===== config.mk =====
export PLATFORM = sky130hd
export DESIGN_NAME = psram_access_arbiter_flat
export DESIGN_NICKNAME = d
export VERILOG_FILES = /design/src/rtl/psram_arb_pkg.sv /design/src/rtl/psram_access_arbiter_if.sv /design/src/rtl/psram_req_context.sv /design/src/rtl/psram_access_arbiter.sv /design/src/flat_wrapper.sv
export SDC_FILE = /design/constraint.sdc
export NUM_CORES = 1
export LEC_CHECK = 0
export ABC_AREA = 1
export BUFFER_PORTS_ARGS = -buffer_cell sky130_fd_sc_hd__buf_2
export CORE_MARGIN = 5
export CORE_UTILIZATION = 45
export CTS_CLUSTER_SIZE = 24
export DETAILED_ROUTE_END_ITERATION = 6
export PLACE_DENSITY = 0.62
export SLEW_MARGIN = 15
export SYNTH_ARGS = -nofsm -noshare
export SYNTH_HDL_FRONTEND = slang
export SYNTH_SLANG_ARGS = --single-unit

===== constraint.sdc =====
create_clock -name iClk -period 7.6 [get_ports iClk]
set_input_delay 1.52 -clock iClk [delete_from_list [all_inputs] [get_ports iClk]]
set_output_delay 1.52 -clock iClk [all_outputs]
set_load 0.03 [all_outputs]

===== src/rtl/psram_arb_pkg.sv =====
// Shared encodings for the PSRAM access arbiter.
// FSM states, RAM command codes and owner ids.
package psram_arb_pkg;

    typedef enum logic [1:0] {
        ST_IDLE  = 2'd0,
        ST_ISSUE = 2'd1,
        ST_WAIT  = 2'd2
    } arb_state_e;

    localparam logic [1:0] CMD_BURST_WR = 2'b01;
    localparam logic [1:0] CMD_BURST_RD = 2'b11;

    localparam logic OWNER_WR = 1'b0;
    localparam logic OWNER_RD = 1'b1;

    localparam int CHUNK_W = 9;

endpackage


===== src/rtl/psram_access_arbiter_if.sv =====
// Requester and RAM-operator signals of the PSRAM arbiter.
// slave = arbiter side, master = environment side.
interface psram_access_arbiter_if #(
    parameter int ADDR_W = 23,
    parameter int LEN_W  = 16
);
    logic              iWrReq;
    logic [ADDR_W-1:0] iWrAddr;
    logic [LEN_W-1:0]  iWrLen;
    logic              oWrGnt;
    logic              oWrDone;
    logic              iRdReq;
    logic [ADDR_W-1:0] iRdAddr;
    logic [LEN_W-1:0]  iRdLen;
    logic              oRdGnt;
    logic              oRdDone;
    logic              oRamEn;
    logic [1:0]        oRamCmd;
    logic [ADDR_W-1:0] oRamAddr;
    logic [8:0]        oRamLen;
    logic              oRamOwner;
    logic              iRamDone;

    modport slave (
        input  iWrReq, iWrAddr, iWrLen,
        input  iRdReq, iRdAddr, iRdLen,
        input  iRamDone,
        output oWrGnt, oWrDone, oRdGnt, oRdDone,
        output oRamEn, oRamCmd, oRamAddr, oRamLen, oRamOwner
    );

    modport master (
        output iWrReq, iWrAddr, iWrLen,
        output iRdReq, iRdAddr, iRdLen,
        output iRamDone,
        input  oWrGnt, oWrDone, oRdGnt, oRdDone,
        input  oRamEn, oRamCmd, oRamAddr, oRamLen, oRamOwner
    );
endinterface


===== src/rtl/psram_req_context.sv =====
// One requester context: address, remaining words, chunk sizing.
// PAGE_WORDS must be a power of two >= 2.
module psram_req_context
    import psram_arb_pkg::*;
#(
    parameter int ADDR_W     = 23,
    parameter int LEN_W      = 16,
    parameter int MAX_BURST  = 128,
    parameter int PAGE_WORDS = 1024
) (
    input  logic               iClk,
    input  logic               iRst_N,
    input  logic               en_i,
    input  logic               req_i,
    input  logic [ADDR_W-1:0]  addr_i,
    input  logic [LEN_W-1:0]   len_i,
    input  logic               chunk_done_i,
    output logic               pending_o,
    output logic [ADDR_W-1:0]  addr_o,
    output logic [CHUNK_W-1:0] chunk_o,
    output logic               gnt_o,
    output logic               done_o
);
    localparam int PW = $clog2(PAGE_WORDS);
    localparam int CW = (LEN_W > PW + 1) ? LEN_W + 1 : PW + 2;

    logic              active_q, active_d;
    logic [ADDR_W-1:0] addr_q, addr_d;
    logic [LEN_W-1:0]  rem_q, rem_d;
    logic              gnt_q, gnt_d;
    logic              done_q, done_d;
    logic [CW-1:0]     room, lim;

    always_comb begin
        room = CW'(PAGE_WORDS) - CW'(addr_q[PW-1:0]);
        lim  = CW'(MAX_BURST);
        if (CW'(rem_q) < lim) lim = CW'(rem_q);
        if (room < lim) lim = room;
    end

    // done_q blocks re-acceptance until the cycle after the done pulse
    always_comb begin
        active_d = active_q;
        addr_d   = addr_q;
        rem_d    = rem_q;
        gnt_d    = 1'b0;
        done_d   = 1'b0;
        if (!en_i) begin
            active_d = 1'b0;
            addr_d   = '0;
            rem_d    = '0;
        end else if (active_q) begin
            if (rem_q == '0) begin
                done_d   = 1'b1;
                active_d = 1'b0;
            end else if (chunk_done_i) begin
                addr_d = addr_q + ADDR_W'(chunk_o);
                rem_d  = rem_q - LEN_W'(chunk_o);
            end
        end else if (req_i && !done_q) begin
            active_d = 1'b1;
            addr_d   = addr_i;
            rem_d    = len_i;
            gnt_d    = 1'b1;
        end
    end

    always_ff @(posedge iClk or negedge iRst_N) begin
        if (!iRst_N) begin
            active_q <= 1'b0;
            addr_q   <= '0;
            rem_q    <= '0;
            gnt_q    <= 1'b0;
            done_q   <= 1'b0;
        end else begin
            active_q <= active_d;
            addr_q   <= addr_d;
            rem_q    <= rem_d;
            gnt_q    <= gnt_d;
            done_q   <= done_d;
        end
    end

    assign chunk_o   = lim[CHUNK_W-1:0];
    assign pending_o = active_q && (rem_q != '0);
    assign addr_o    = addr_q;
    assign gnt_o     = gnt_q;
    assign done_o    = done_q;

endmodule


===== src/rtl/psram_access_arbiter.sv =====
// Chunked PSRAM arbiter between capture writer and upload reader.
// Writer has priority, reader gets a chunk after STARVE_LIMIT writer chunks.
module psram_access_arbiter
    import psram_arb_pkg::*;
#(
    parameter int ADDR_W       = 23,
    parameter int LEN_W        = 16,
    parameter int MAX_BURST    = 128,
    parameter int PAGE_WORDS   = 1024,
    parameter int STARVE_LIMIT = 4
) (
    input logic                  iClk,
    input logic                  iRst_N,
    input logic                  iEn,
    psram_access_arbiter_if.slave bus
);
    localparam int SW = $clog2(STARVE_LIMIT + 1);
    localparam logic [SW-1:0] STARVE_MAX = SW'(STARVE_LIMIT);

    arb_state_e        state_q, state_d;
    logic              owner_q, owner_d;
    logic [SW-1:0]     starve_q, starve_d;
    logic              wr_pend, rd_pend, pick_rd;
    logic              wr_cdone, rd_cdone;
    logic [ADDR_W-1:0] wr_addr, rd_addr;
    logic [CHUNK_W-1:0] wr_chunk, rd_chunk;

    assign wr_cdone = iEn && (state_q == ST_WAIT) && bus.iRamDone
                      && (owner_q == OWNER_WR);
    assign rd_cdone = iEn && (state_q == ST_WAIT) && bus.iRamDone
                      && (owner_q == OWNER_RD);

    psram_req_context #(
        .ADDR_W(ADDR_W), .LEN_W(LEN_W),
        .MAX_BURST(MAX_BURST), .PAGE_WORDS(PAGE_WORDS)
    ) u_wr_ctx (
        .iClk(iClk), .iRst_N(iRst_N), .en_i(iEn),
        .req_i(bus.iWrReq), .addr_i(bus.iWrAddr), .len_i(bus.iWrLen),
        .chunk_done_i(wr_cdone), .pending_o(wr_pend),
        .addr_o(wr_addr), .chunk_o(wr_chunk),
        .gnt_o(bus.oWrGnt), .done_o(bus.oWrDone)
    );

    psram_req_context #(
        .ADDR_W(ADDR_W), .LEN_W(LEN_W),
        .MAX_BURST(MAX_BURST), .PAGE_WORDS(PAGE_WORDS)
    ) u_rd_ctx (
        .iClk(iClk), .iRst_N(iRst_N), .en_i(iEn),
        .req_i(bus.iRdReq), .addr_i(bus.iRdAddr), .len_i(bus.iRdLen),
        .chunk_done_i(rd_cdone), .pending_o(rd_pend),
        .addr_o(rd_addr), .chunk_o(rd_chunk),
        .gnt_o(bus.oRdGnt), .done_o(bus.oRdDone)
    );

    assign pick_rd = rd_pend && (!wr_pend || starve_q == STARVE_MAX);

    always_ff @(posedge iClk or negedge iRst_N) begin
        if (!iRst_N) begin
            state_q  <= ST_IDLE;
            owner_q  <= OWNER_WR;
            starve_q <= '0;
        end else begin
            state_q  <= state_d;
            owner_q  <= owner_d;
            starve_q <= starve_d;
        end
    end

    always_comb begin
        state_d  = state_q;
        owner_d  = owner_q;
        starve_d = starve_q;
        if (!iEn) begin
            state_d  = ST_IDLE;
            starve_d = '0;
        end else begin
            if (!rd_pend) starve_d = '0;
            unique case (state_q)
                ST_IDLE: begin
                    if (wr_pend || rd_pend) begin
                        state_d = ST_ISSUE;
                        owner_d = pick_rd ? OWNER_RD : OWNER_WR;
                        if (pick_rd)
                            starve_d = '0;
                        else if (rd_pend && starve_q != STARVE_MAX)
                            starve_d = starve_q + SW'(1);
                    end
                end
                ST_ISSUE: state_d = ST_WAIT;
                ST_WAIT:  if (bus.iRamDone) state_d = ST_IDLE;
                default:  state_d = ST_IDLE;
            endcase
        end
    end

    always_comb begin
        bus.oRamEn    = 1'b0;
        bus.oRamCmd   = 2'b00;
        bus.oRamAddr  = '0;
        bus.oRamLen   = '0;
        bus.oRamOwner = 1'b0;
        if (state_q != ST_IDLE) begin
            bus.oRamEn    = 1'b1;
            bus.oRamOwner = owner_q;
            if (owner_q == OWNER_RD) begin
                bus.oRamCmd  = CMD_BURST_RD;
                bus.oRamAddr = rd_addr;
                bus.oRamLen  = rd_chunk;
            end else begin
                bus.oRamCmd  = CMD_BURST_WR;
                bus.oRamAddr = wr_addr;
                bus.oRamLen  = wr_chunk;
            end
        end
    end

endmodule


===== src/flat_wrapper.sv =====
// flat-port wrapper written by rule: the top's interface ports become plain ports
module psram_access_arbiter_flat import psram_arb_pkg::*;
#(
    parameter int ADDR_W       = 23,
    parameter int LEN_W        = 16,
    parameter int MAX_BURST    = 128,
    parameter int PAGE_WORDS   = 1024,
    parameter int STARVE_LIMIT = 4
)
  (iClk, iRst_N, iEn, bus_iWrReq, bus_iWrAddr, bus_iWrLen, bus_iRdReq, bus_iRdAddr, bus_iRdLen, bus_iRamDone, bus_oWrGnt, bus_oWrDone, bus_oRdGnt, bus_oRdDone, bus_oRamEn, bus_oRamCmd, bus_oRamAddr, bus_oRamLen, bus_oRamOwner);
  psram_access_arbiter_if #(.ADDR_W(ADDR_W), .LEN_W(LEN_W)) bus_i ();
  input logic iClk;
  input logic iRst_N;
  input logic iEn;
  input wire logic [$bits(bus_i.iWrReq)-1:0] bus_iWrReq;
  input wire logic [$bits(bus_i.iWrAddr)-1:0] bus_iWrAddr;
  input wire logic [$bits(bus_i.iWrLen)-1:0] bus_iWrLen;
  input wire logic [$bits(bus_i.iRdReq)-1:0] bus_iRdReq;
  input wire logic [$bits(bus_i.iRdAddr)-1:0] bus_iRdAddr;
  input wire logic [$bits(bus_i.iRdLen)-1:0] bus_iRdLen;
  input wire logic [$bits(bus_i.iRamDone)-1:0] bus_iRamDone;
  output wire logic [$bits(bus_i.oWrGnt)-1:0] bus_oWrGnt;
  output wire logic [$bits(bus_i.oWrDone)-1:0] bus_oWrDone;
  output wire logic [$bits(bus_i.oRdGnt)-1:0] bus_oRdGnt;
  output wire logic [$bits(bus_i.oRdDone)-1:0] bus_oRdDone;
  output wire logic [$bits(bus_i.oRamEn)-1:0] bus_oRamEn;
  output wire logic [$bits(bus_i.oRamCmd)-1:0] bus_oRamCmd;
  output wire logic [$bits(bus_i.oRamAddr)-1:0] bus_oRamAddr;
  output wire logic [$bits(bus_i.oRamLen)-1:0] bus_oRamLen;
  output wire logic [$bits(bus_i.oRamOwner)-1:0] bus_oRamOwner;
  assign bus_i.iWrReq = bus_iWrReq;
  assign bus_i.iWrAddr = bus_iWrAddr;
  assign bus_i.iWrLen = bus_iWrLen;
  assign bus_i.iRdReq = bus_iRdReq;
  assign bus_i.iRdAddr = bus_iRdAddr;
  assign bus_i.iRdLen = bus_iRdLen;
  assign bus_i.iRamDone = bus_iRamDone;
  assign bus_oWrGnt = bus_i.oWrGnt;
  assign bus_oWrDone = bus_i.oWrDone;
  assign bus_oRdGnt = bus_i.oRdGnt;
  assign bus_oRdDone = bus_i.oRdDone;
  assign bus_oRamEn = bus_i.oRamEn;
  assign bus_oRamCmd = bus_i.oRamCmd;
  assign bus_oRamAddr = bus_i.oRamAddr;
  assign bus_oRamLen = bus_i.oRamLen;
  assign bus_oRamOwner = bus_i.oRamOwner;
  psram_access_arbiter #(.ADDR_W(ADDR_W), .LEN_W(LEN_W), .MAX_BURST(MAX_BURST), .PAGE_WORDS(PAGE_WORDS), .STARVE_LIMIT(STARVE_LIMIT)) u_core (.iClk(iClk), .iRst_N(iRst_N), .iEn(iEn), .bus(bus_i));
endmodule

* After elaboration in Yosys (flattened, before gate mapping)
Cells that the tools add are included.
** Word-level totals
- Bits of input ports :: 84
- Logic and storage cells :: 123
- Register bits after elaboration :: 90
- Output and inout port bits :: 40
** Operators by class
- Reductions and logical operators :: 25
- Eq/ne operators :: 12
- Add/subtract/negate cells :: 7
- Bitwise gates (word level) :: 1
- Multiplexer cells :: 61
- Order comparisons :: 4
** Operators with widths (count)
- 23-bit two-way mux :: 12
- 16-bit two-way mux :: 12
- 23-bit by 9-bit adder with 23-bit output :: 2
- 9-bit two-way mux :: 4
- 17-bit by 16-bit < comparator with 1-bit output :: 2
- 16-bit logical NOT :: 2
- 16-bit by 8-bit < comparator with 1-bit output, second input constant :: 2
- 16-bit nonzero test :: 2
- 16-bit by 9-bit subtractor with 16-bit output :: 2
- 11-bit by 10-bit subtractor with 12-bit output, first input constant :: 2
- 1-bit two-way mux :: 21
- 3-bit two-way mux :: 6
- 3-bit inequality test, second input constant :: 5
- 1-bit logical AND :: 10
- 2-bit two-way mux :: 5
- 3-bit AND reduction :: 3
- 3-bit by 1-bit inequality test with 1-bit output, second input constant :: 2
- 3-bit by 2-bit inequality test with 1-bit output, second input constant :: 2
- 2-bit one-hot mux with 3 select lines :: 1
- 3-bit by 1-bit adder with 3-bit output, second input constant :: 1
- 3-bit equality test, second input constant :: 1
- 1-bit logical NOT :: 3
- 2-bit by 1-bit equality test with 1-bit output, second input constant :: 1
- 2-bit equality test, second input constant :: 1
- 5 further kinds :: 6

* Depth between registers and ports, before layout
Gate-level depths: netlist of the first run.
- Word-level depth :: 9
- Gate-level depth with buffers :: 32
- Mapped depth without buffers :: 32

* By module
From an unflattened synthesis of the first run, not the netlist that was laid out.
** Second synthesis, totals
- Cells, all modules :: 1767
- Area total of the unflattened synthesis :: 10085.9 um2
** Modules (own cells, without submodules)
- psram_req_context at u_core.u_wr_ctx :: cells an instance 800, sequential area each 1051.0 um2, times used 1, area an instance 4594.4 um2
- psram_req_context at u_core.u_rd_ctx :: cells an instance 803, sequential area each 1051.0 um2, times used 1, area an instance 4588.2 um2
- psram_access_arbiter :: cells an instance 164, sequential area each 150.1 um2, times used 1, area an instance 903.4 um2

* Least setup slack after synthesis of the first run
Ideal clock, no wire load.
- Path kind :: register -> output
- From :: register u_core.u_wr_ctx.addr_q[1] (netlist: u_core.u_wr_ctx.addr_o[1])
- To :: output bus_oRamLen[8]
- Slack :: 3.311 ns
- Stages on the path, launching flop included :: 15
- Required time :: 6.080 ns
- Path buffers :: 0
- Arrival :: 2.769 ns
- Path through :: dfrtp_1 -> inv_1 -> ha_1 -> nand3_1 -> nor2_1 -> nand2_1 -> o21ai_0 -> and2_1 -> ha_1 -> a21o_1 -> nor2_1 -> nand2_1 -> a21boi_2 -> nand3_1 -> o21ai_1
** On the way
- Cells in the longest elaborated chain, start to end :: 5
** Ends and longest elaborated chain
- start, declared :: RTL line psram_req_context.sv:28 : logic [ADDR_W-1:0] addr_q, addr_d;
- start signal, assigned :: RTL line psram_req_context.sv:77 : addr_q <= addr_d;
- 11-bit by 10-bit subtractor with 12-bit output * :: RTL line psram_req_context.sv:35 : room = CW'(PAGE_WORDS) - CW'(addr_q[PW-1:0]);
- 17-bit by 16-bit < comparator with 1-bit output :: RTL line psram_req_context.sv:38 : if (room < lim) lim = room;
- 9-bit two-way mux * :: RTL line psram_req_context.sv:38
- 9-bit two-way mux * :: RTL line psram_access_arbiter.sv:105 : if (owner_q == OWNER_RD) begin
- 9-bit two-way mux * :: RTL line psram_access_arbiter.sv:102 : if (state_q != ST_IDLE) begin
- end, declared :: RTL line flat_wrapper.sv:29 : output wire logic [$bits(bus_i.oRamLen)-1:0] bus_oRamLen;
Mark *: on every way between the ends. The rest lies on a longest branch, timed or not.

* Final worst setup path of the first run
- From :: register u_core.u_wr_ctx.addr_q[0] (netlist: u_core.u_wr_ctx.addr_o[0])
- To :: output bus_oRamLen[8]
The elaborated chain is that of the path after synthesis.

==> flow_summary.yaml, run 1 <==
critical_path:
  cp_num_buf_inv: 2
  crit_path_top_delay_cell: "dfrtp_1"
  arrival_ns: 3.58
  crit_family: "simple AND/OR/NAND/NOR gates"
  critPathMaxStageDelay_ns: 0.38
  path_cells: "inv_1 -> ha_1 -> nand3_1 -> nor2_1 -> nand2_1 -> o21ai_0 -> and2_1 -> ha_1 -> a21o_1 -> nor2_1 -> nand2_1 -> a21boi_2 -> nand3_1 -> o21ai_1 -> buf_2"
  reg2reg_from: "u_core.u_wr_ctx.addr_o[0]"
  startpoint: "u_core.u_wr_ctx.addr_o[0]"
  crit_required_ns: 6.08
  cp-end-kind: "primary output"
  critPathLaunchType: "register"
  worst-setup-path-type: "register to primary output"
  cp_max_fo: 9
die:
  dieArea_um2: 23800
  ios: 124
  coreArea_um2: 20400
  rows: 52
  die_w_um: 154
  die_h_um: 154
  initial_utilization_pct: 46.0
timing:
  slew_headroom_pct: 37.6
  finalCriticalPeriod_ns: 5.10
  setup_ws_ns: 2.50
  clock-skew-final_ns: 0.00764
  tightestPinTransition_ns: 0.936
  finalSetupViolations: 0
  period_share_pct: 67.1
  slew_viol_final: 0
  hold_viol: 0
  max_clock_freq_mhz: 196
  setup_tns_ns: 0
  rsz0062_at_grt: "no"
clock_tree:
  post_cts_buffers: 0
  cts-root-buf: "clkbuf_16"
  postCtsHoldBufs: 0
  clkLatencyLatePin_ns: 0.36
  htreeDepth: 3
  cts_resized: 0
  cts_num_sinks: 90
  clk_pin_slew_ns: 0.07
  tritoncts: "built"
  clock_path_buffers: 2
  cts_made_buffers: 9
global_routing:
  grt_remaining_overflow: 0
  gr-usage-met1_pct: 33.3
  busiest_layer: "met2"
  grt_pass1_wl_um: 49200
  grt_max_degree: 69
  grt_pass1_vias: 9681
  antenna_found_initial: 0
  met2_usage_pct: 44.1
  use_met3_pct: 3.63
  track_usage_pct: 25.3
yosys:
  ys_seq_elements: 90
  ys_warn_count: 0
  synth-seq-area-share_pct: 24.0
  synth-main-ff-cell: "dfrtp_1"
  avgSynthCellArea_um2: 6.06
  synth_async_sr_flop_share_pct: 100
  synth-edff-count: 0
  synthCells: 1545
  synth_cell_types: 50
  syn_area_um2: 9370
final_layout:
  diodes: 0
  finish.utilization_pct: 51.2
  nets: 1798
  seqCellArea_um2: 2250
  num-fill-cells: 2222
  layout_common_cells: "nand2_1, nor2_1, inv_1, nand3_1, buf_2"
  fin_area_um2: 10400
  final_layout_size_suffix_gt1_share_pct: 11.7
  multi_input_area_um2: 6090
  area_growth_pct: 11.4
  mostFrequentLayoutCell: "nand2_1"
detailed_routing:
  vias_per_cell: 5.25
  post_drt_wl_per_cell_um: 15.7
  detail-route-antenna-nets: 0
  wl_um: 30300
  vias: 10100
  route.detailed.drc: 0
  drtPass1Iterations: 5
  drt_iter0_drc: 617
hold_path:
  min-delay-start: "u_core.u_wr_ctx.addr_o[22]"
  hold_class: "register to register"
run:
  cap_violations: 0
place:
  placed_area_um2: 10100
  place_worst_setup_slack_ns: 2.82
  port_buffers: 123
  hpwl_um: 23700
  gp_congestion: 0.902
pwr:
  p_leak_uw: 0.00576
  power_density_nw_per_um2: 418
  power_uw: 4360
  peakVddDrop_mv: 0.166
run_status:
  status: "finished, final reports clean"
==> per-layer routing <==
metal | vias to the layer above | share of wire, %
met5 | - | 0
met4 | 0 | 1.9
met3 | 34 | 5.4
met2 | 254 | 48
met1 | 4638 | 45
li1 | 5175 | -
==> worst reg2reg max path: cells and delay by family (launching register included) <==
family,cells,cell delay (ns)
fa+ha+maj,4,1.20
simple gates,17,2.05
compound gates,4,0.85
buf+inv,1,0.18
flops,1,0.38
==> where the power goes <==
part	internal, uW	switching, uW
Sequential	588	151
Clock	242	218
Combinational	1040	2120
Total	1870	2490
==> layout make-up <==
| class | count | area share, % |
|---|---|---|
| Clock inverter | 3 | 0.228 |
| Multi-Input combinational cell | 1209 | 58.4 |
| Tap cell | 270 | 3.24 |
| Inverter | 211 | 7.69 |
| Sequential cell | 90 | 21.6 |
| Clock buffer | 13 | 2.49 |
| Timing Repair Buffer | 129 | 6.36 |
==> metrics by stage <==
step / instances / hold WS (ns)
2_1_floorplan: 1550 / 0.470
3_3_place_gp: 1909 / 0.495
3_5_place_dp: 1909 / 0.506
4_1_cts: 1925 / 0.532
5_1_grt: 1925 / 0.552
6_report: 1925 / 0.528
==> sequential cells by signal (all words and copies together) (netlist names) <==
signal and count:
u_core.owner_q 1, u_core.starve_q 3, u_core.state_q 2, u_core.u_rd_ctx.active_q 1, u_core.u_rd_ctx.addr_o 23, u_core.u_rd_ctx.done_o 1
u_core.u_rd_ctx.gnt_o 1, u_core.u_rd_ctx.rem_q 16, u_core.u_wr_ctx.active_q 1, u_core.u_wr_ctx.addr_o 23, u_core.u_wr_ctx.done_o 1, u_core.u_wr_ctx.gnt_o 1
u_core.u_wr_ctx.rem_q 16
==> synth_stat cells (15+ instances only) <==
library cell | count | area (um2)
nand3_1 | 162 | 811
nor2_1 | 211 | 792
clkbuf_1 | 15 | 56.3
a21oi_2 | 19 | 166
o22ai_1 | 28 | 175
dfrtp_1 | 90 | 2250
nand4_1 | 22 | 138
nor3_1 | 17 | 85.1
nand2_1 | 479 | 1800
a21oi_1 | 56 | 280
ha_1 | 60 | 751
inv_1 | 205 | 769
o21ai_0 | 51 | 255
==> kinds of logic after synthesis <==
kind of cell	share of synthesized area [%]
and+or+nand+nor	41.9
buffers and inverters	11.1
AOI/OAI and AO/OA	12.0
DFF	24.0
adders and majority gates	8.87
xor gates and xnor gates	1.59
muxes	0.427
other	0.0400
==> worst paths after layout <==
kind | endpoint | slack [ns] | depth (start not counted)
max | bus_oRamLen[8] | 2.50 | 15
max in group asynchronous | u_core.u_wr_ctx.rem_q[10] | 5.26 | 2
max reg2reg | u_core.u_wr_ctx.addr_o[10] | 2.81 | 26
min in group asynchronous | u_core.u_rd_ctx.rem_q[9] | 1.07 | 1
min | u_core.u_wr_ctx.addr_o[22] | 0.53 | 2
min reg2reg | u_core.u_wr_ctx.addr_o[22] | 0.53 | 2
Note: power is estimated with default switching activity, not from simulation.
==> run 2, diff against run 1 <==
--- a/config.mk
+++ b/config.mk
@@ -5,7 +5,7 @@
 export SDC_FILE = /design/constraint.sdc
 export NUM_CORES = 1
 export LEC_CHECK = 0
-export ABC_AREA = 1
+export ABC_AREA = 0
 export BUFFER_PORTS_ARGS = -buffer_cell sky130_fd_sc_hd__buf_2
 export CORE_MARGIN = 5
 export CORE_UTILIZATION = 45
==> constraint.sdc (replaced) <==
create_clock -name iClk -period 5.1 [get_ports iClk]
set_input_delay 1.02 -clock iClk [delete_from_list [all_inputs] [get_ports iClk]]
set_output_delay 1.02 -clock iClk [all_outputs]
set_load 0.03 [all_outputs]
==> run 2 against run 1 <==
Against the previous run:
- global-route usage decreased by 0.20 points
- via count shrank 15%
- critical path type unchanged
- first-iteration DRC count is 17% higher
- flip-flop and latch count stayed put
==> flow_summary.yaml, run 2 <==
final_layout:
  nets: 1344
  final_layout_size_suffix_gt1_share_pct: 24.8
  mostFrequentLayoutCell: "nand2_1"
  area_growth_pct: 24.2
  layout_common_cells: "nand2_1, buf_2, dfrtp_1, buf_4, nor2_1"
  fin_cells: 1430
  num-fill-cells: 1731
  diodes: 0
yosys:
  ys_warn_count: 0
  synth_compound_area_share_pct: 25.5
  synth_area_leaders: "dfrtp_1, ha_1, nand2_1"
  synth_async_sr_flop_share_pct: 100
  synth_top_family_by_area: "compound AO/OA/AOI/OAI gates"
  yosysMostFrequentCell: "nand2_1"
  syn_area_um2: 8210
  synth_cell_types: 78
  avgSynthCellArea_um2: 8.08
  synthTopCellsByCount: "nand2_1, dfrtp_1, nor2_1, o21ai_0, ha_1"
  yosysTopAreaCell: "dfrtp_1"
  synth_top_area_share_pct: 27.4
  synth-main-ff-cell: "dfrtp_1"
  synth-edff-count: 0
  synth_mux_area_share_pct: 5.90
  synth_simple_gate_area_share_pct: 23.0
  synthCells: 1016
  synthAdderAreaFrac_pct: 10.1
  ys_seq_elements: 90
  synth-seq-area-share_pct: 27.4
  synthXorXnorAreaFrac_pct: 3.52
critical_path:
  crit_required_ns: 4.08
  arrival_ns: 4.00
  reg2reg_from: "u_core.u_wr_ctx.rem_q[10]"
  worst-setup-path-type: "register to primary output"
  cp-end-kind: "primary output"
  cp_max_fo: 7
  critPathLaunchType: "register"
  startpoint: "u_core.u_wr_ctx.rem_q[10]"
global_routing:
  grt_max_degree: 67
  antenna_found_initial: 0
  grt_pass1_vias: 8276
  grt_pass1_wl_um: 43700
  grt_remaining_overflow: 0
  track_usage_pct: 25.1
detailed_routing:
  vias: 8536
  drtPass1Iterations: 5
  detail-route-antenna-nets: 0
  drt_iter0_drc: 724
  wl_um: 27400
  vias_per_cell: 5.97
  post_drt_wl_per_cell_um: 19.1
  route.detailed.drc: 0
run:
  cap_violations: 0
die:
  ios: 124
  die_w_um: 145
  rows: 49
  dieArea_um2: 21000
  die_h_um: 145
  initial_utilization_pct: 45.7
  coreArea_um2: 18000
timing:
  slew_viol_final: 0
  slew_headroom_pct: 25.6
  clock-skew-final_ns: 0.00720
  finalCriticalPeriod_ns: 5.02
  hold_viol: 0
  finalSetupViolations: 0
  tightestPinTransition_ns: 1.12
  period_share_pct: 98.5
  rsz0062_at_grt: "yes"
  max_clock_freq_mhz: 199
clock_tree:
  htreeDepth: 3
  clock_path_buffers: 2
  tritoncts: "built"
  cts-root-buf: "clkbuf_16"
  postCtsHoldBufs: 0
  cts_made_buffers: 9
  clk_pin_slew_ns: 0.07
  cts_num_sinks: 90
  clkLatencyLatePin_ns: 0.36
place:
  hpwl_um: 20100
  gp_congestion: 0.938
  placed_cells: 1402
  port_buffers: 123
pwr:
  peakVddDrop_mv: 0.323
  power_uw: 6560
  power_density_nw_per_um2: 643
  p_leak_uw: 0.00480
run_status:
  status: "finished, final reports clean"
hold_path:
  hold_class: "register to register"
  min-delay-start: "u_core.u_wr_ctx.rem_q[15]"
==> run 2: cell types whose count changed after synthesis, sizes merged, moves of 11 or more <==
| cell | delta |
|---|---|
| o21a | +15 |
| mux2i | +35 |
| nand3 | -127 |
| inv | -163 |
| nand2 | -362 |
| a21oi | -27 |
| nor2 | -134 |
| nor2b | +20 |
| xnor2 | +12 |
| and2 | +15 |
| a211oi | +21 |
| a31oi | +14 |
| clkbuf | +11 |
==> run 2: power by group <==
part | switching, uW | total [uW] | internal, uW
sequential | 232 | 1080 | 848
clock | 329 | 766 | 437
combinational | 2610 | 4710 | 2100
==> run 2: cells by family after synthesis <==
group	Yosys count
AND/OR/NAND/NOR	383
flip-flops	90
adder cells (fa/ha/maj)	64
buffers and inverters	93
other	1
AO/OA/AOI/OAI	305
XOR/XNOR	33
multiplexers	47
==> run 2: stage by stage <==
stage	TNS, ns	setup slack (ns)	util (%)	hold slack, ns	cell area (um2)
2_1_floorplan	0	0.323	-	0.478	8230
3_5_place_dp	-0.00909	-0.00909	52.9	0.513	9500
5_1_grt	-0.437	-0.0449	56.7	0.567	10200
3_3_place_gp	0	0.144	52.9	0.514	9500
6_report	0	0.0763	56.7	0.528	10200
4_1_cts	0	0.0371	54.7	0.526	9830
==> run 2: cell type report <==
type | instances | area [um2] | area share [%]
multi-input combinational | 838 | 5870 | 57.6
sequential | 90 | 2250 | 22.1
timing repair buffer | 209 | 1270 | 12.5
tap | 229 | 287 | 2.81
clock buffer | 10 | 229 | 2.25
inverter | 48 | 183 | 1.79
clock inverter | 6 | 96.3 | 0.945
==> run 2: routing by layer <==
metal,global-route usage [%],up-vias,wire [um]
li1,-,4111,-
met1,36.4,4095,12800
met4,8.02,0,617
met5,0,-,0
met2,39.2,294,12400
met3,2.74,36,1520
==> run 2: worst max-delay path, cell delays in order (launching register included) <==
cell and delay (ns):
dfrtp_1 0.42, or3_4 0.41, nor3_4 0.15, nand2_2 0.10
inv_4 0.10, and2_1 0.15, inv_1 0.05, ha_1 0.30
a211oi_2 0.18, o21ai_0 0.12, a221o_1 0.45, a21oi_4 0.26
buf_4 0.16, mux2_2 0.37, o211a_1 0.25, clkbuf_4 0.19
==> run 2: final timing paths <==
check	slack (ns)	cells after the start	to
worst max-delay path	0.08	15	bus_oRamLen[3]
worst min-delay path	0.53	1	u_core.u_wr_ctx.rem_q[15]
worst max register to register	0.13	21	u_core.u_wr_ctx.rem_q[11]
worst min register to register	0.53	1	u_core.u_wr_ctx.rem_q[15]
max in group asynchronous	3.38	2	u_core.u_rd_ctx.addr_o[4]
min in group asynchronous	0.79	1	u_core.u_wr_ctx.gnt_o
==> run 2: repair_timing <==
| action | 4_1_cts | 5_1_grt |
|---|---|---|
| setup buffers | 0 | 12 |
| pin swaps | 0 | 12 |
| resized for setup | 1 | 68 |
| setup endpoints to repair | 2 | 52 |
==> run 3, diff against run 2 <==
--- a/config.mk
+++ b/config.mk
@@ -6,13 +6,14 @@
 export NUM_CORES = 1
 export LEC_CHECK = 0
 export ABC_AREA = 0
-export BUFFER_PORTS_ARGS = -buffer_cell sky130_fd_sc_hd__buf_2
 export CORE_MARGIN = 5
 export CORE_UTILIZATION = 45
 export CTS_CLUSTER_SIZE = 24
 export DETAILED_ROUTE_END_ITERATION = 6
-export PLACE_DENSITY = 0.62
+export DONT_BUFFER_PORTS = 1
+export PLACE_DENSITY = 0.69
 export SLEW_MARGIN = 15
 export SYNTH_ARGS = -nofsm -noshare
 export SYNTH_HDL_FRONTEND = slang
+export SYNTH_HIERARCHICAL = 1
 export SYNTH_SLANG_ARGS = --single-unit
==> run 3 against run 2 <==
Against the previous run:
- largest cell class unchanged
- cell count is 14% lower
- die area is 2.4% higher
- clock-buffer cell count stayed put
- synthesized area is 2.6% higher
- sequential share of layout area is 2.8 points higher
- sequential power is 6% lower
- wire length is 6.6% lower
- global-route usage is 1.8 points lower
- register-to-register slack better by 0.16 ns
==> flow_summary.yaml, run 3 <==
clock_tree:
  clkLatencyLatePin_ns: 0.35
  tritoncts: "built"
  htreeDepth: 3
  cts_made_buffers: 9
  clock_path_buffers: 2
  cts_num_sinks: 90
  cts-root-buf: "clkbuf_16"
  clk_pin_slew_ns: 0.07
  postCtsHoldBufs: 0
die:
  dieArea_um2: 21600
  ios: 124
  die_h_um: 147
  initial_utilization_pct: 45.3
  die_w_um: 147
  coreArea_um2: 18600
  rows: 50
critical_path:
  crit_required_ns: 5.29
  critPathMaxStageDelay_ns: 0.41
  cp-end-kind: "register"
  critPathLaunchType: "register"
  worst-setup-path-type: "register to register"
  cp_max_fo: 9
  arrival_ns: 5.00
  path_cells: "nor4_2 -> nand2_1 -> nor2_1 -> buf_4 -> nand2_1 -> ha_1 -> a21o_1 -> a211oi_1 -> o21ai_1 -> a21boi_4 -> nor3_4 -> buf_4 -> a22o_1 -> ha_1 -> o211ai_1 -> o21bai_1 -> o2111ai_2 -> buf_4 -> a211oi_1 -> xnor2_1 -> o22ai_1"
  crit_path_top_delay_cell: "dfrtp_1"
  cp_common_cell: "buf_4"
timing:
  slew_headroom_pct: 27.7
  period_share_pct: 94.3
  setup_tns_ns: 0
  hold_viol: 0
  holdWs_ns: 0.372
  max_clock_freq_mhz: 208
  finalCriticalPeriod_ns: 4.81
  clock-skew-final_ns: 0.0124
  tightestPinTransition_ns: 1.08
  rsz0062_at_grt: "no"
  finalSetupViolations: 0
  slew_viol_final: 0
detailed_routing:
  post_drt_wl_per_cell_um: 20.8
  wl_um: 25600
  route.detailed.drc: 0
  drtPass1Iterations: 5
  drt_iter0_drc: 676
  vias_per_cell: 6.22
  detail-route-antenna-nets: 0
  vias: 7656
global_routing:
  track_usage_pct: 23.3
  grt_pass1_vias: 7419
  grt_remaining_overflow: 0
  grt_max_degree: 91
  grt_pass1_wl_um: 40600
  antenna_found_initial: 2
run:
  cap_violations: 0
yosys:
  synth_cell_types: 88
  synthTopCellsByCount: "nor2_1, dfrtp_1, nand2_1, a21oi_1, ha_1"
  yosysTopAreaCell: "dfrtp_1"
  synth-edff-count: 0
  synth-main-ff-cell: "dfrtp_1"
  ys_warn_count: 6
  synth_area_leaders: "dfrtp_1, ha_1, mux2i_1"
  avgSynthCellArea_um2: 8.50
  synth_async_sr_flop_share_pct: 100
  syn_area_um2: 8420
  synthCells: 991
  ys_seq_elements: 90
  synth_top_area_share_pct: 26.7
  yosysMostFrequentCell: "nor2_1"
  synth-seq-area-share_pct: 26.7
final_layout:
  area_growth_pct: 7.60
  final_layout_size_suffix_gt1_share_pct: 12.0
  mostFrequentLayoutCell: "nor2_1"
  layout_common_cells: "nor2_1, dfrtp_1, nand2_1, a21oi_1, ha_1"
  nets: 1141
place:
  hpwl_um: 19000
  port_buffers: 0
  gp_congestion: 0.921
run_status:
  status: "finished, final reports clean"
pwr:
  p_leak_uw: 0.00392
  peakVddDrop_mv: 0.356
  power_density_nw_per_um2: 496
hold_path:
  hold_class: "primary input to async pin"
==> run 3: worst paths after layout <==
kind | from | to | slack (ns) | cells after the start
min reg2reg | u_core/u_wr_ctx/rem_q[14] | u_core/u_wr_ctx/rem_q[14] | 0.52 | 2
min | iRst_N | u_core/u_wr_ctx/gnt_o | 0.37 | 0
min in group iClk | u_core/u_wr_ctx/rem_q[14] | u_core/u_wr_ctx/rem_q[14] | 0.52 | 2
max | u_core/u_rd_ctx/rem_q[12] | u_core/u_rd_ctx/addr_o[17] | 0.29 | 21
max in group asynchronous | iRst_N | u_core/u_rd_ctx/addr_o[1] | 4.57 | 0
max reg2reg | u_core/u_rd_ctx/rem_q[12] | u_core/u_rd_ctx/addr_o[17] | 0.29 | 21
==> run 3: metrics by stage <==
step / instances / cell area (um2) / total power, uW / utilization, % / setup WS [ns]
5_1_grt: 1230 / 9060 / 4850 / 48.8 / 0.0259
6_report: 1230 / 9060 / 4500 / 48.8 / 0.291
3_3_place_gp: 1215 / 8670 / 3660 / 46.7 / 0.0847
4_1_cts: 1228 / 8960 / 4410 / 48.2 / 0.0854
3_5_place_dp: 1215 / 8670 / 3710 / 46.7 / -0.0380
2_1_floorplan: 995 / 8440 / 3110 / - / 0.179
==> run 3: report_power, final <==
part           total, uW  internal [uW]  switching [uW]
clock network        678            385             293
logic               2810           1180            1620
registers           1010            804             206
==> run 3: final cells by class <==
class | count | area [um2]
antenna | 1 | 2.50
clock buffer | 10 | 239
clock inverter | 3 | 42.5
fill | 1765 | 9520
inverter | 33 | 124
multi-input combinational | 821 | 5830
sequential | 90 | 2250
tap | 234 | 293
timing repair buffer | 38 | 285
==> run 3: critical path: cells and delay by family (launching register included) <==
kind / cells / cell delay, ns
fa+ha+maj: 2 / 0.67
flops: 1 / 0.41
simple gates: 5 / 0.75
compound gates: 10 / 2.11
buf+inv: 3 / 0.54
xor+xnor: 1 / 0.16
==> run 3: timing repair <==
| item | CTS | global route |
|---|---|---|
| buffers inserted | 0 | 1 |
| resized for setup | 3 | 26 |
| endpoints found under the hold margin | 0 | 0 |
| setup endpoints to repair | 2 | 45 |
| pin swaps | 0 | 5 |
==> run 3: kinds of logic after synthesis <==
logic type	synth area share, %
mux	6.43
flops	26.7
fa+ha+maj	9.86
buf+inv	5.64
simple gates	19.5
other cells	0.0891
compound gates	26.4
xor+xnor	5.41
==> run 3: layer usage <==
metal / wire length (um) / global-route usage [%] / up-vias / share of wire [%]
met1: 11700 / 32.8 / 3684 / 46
li1: - / - / 3679 / -
met3: 1740 / 5.12 / 44 / 6.8
met2: 11300 / 35.4 / 247 / 44
met5: 13 / 0 / - / 0.051
met4: 773 / 8.18 / 2 / 3.0
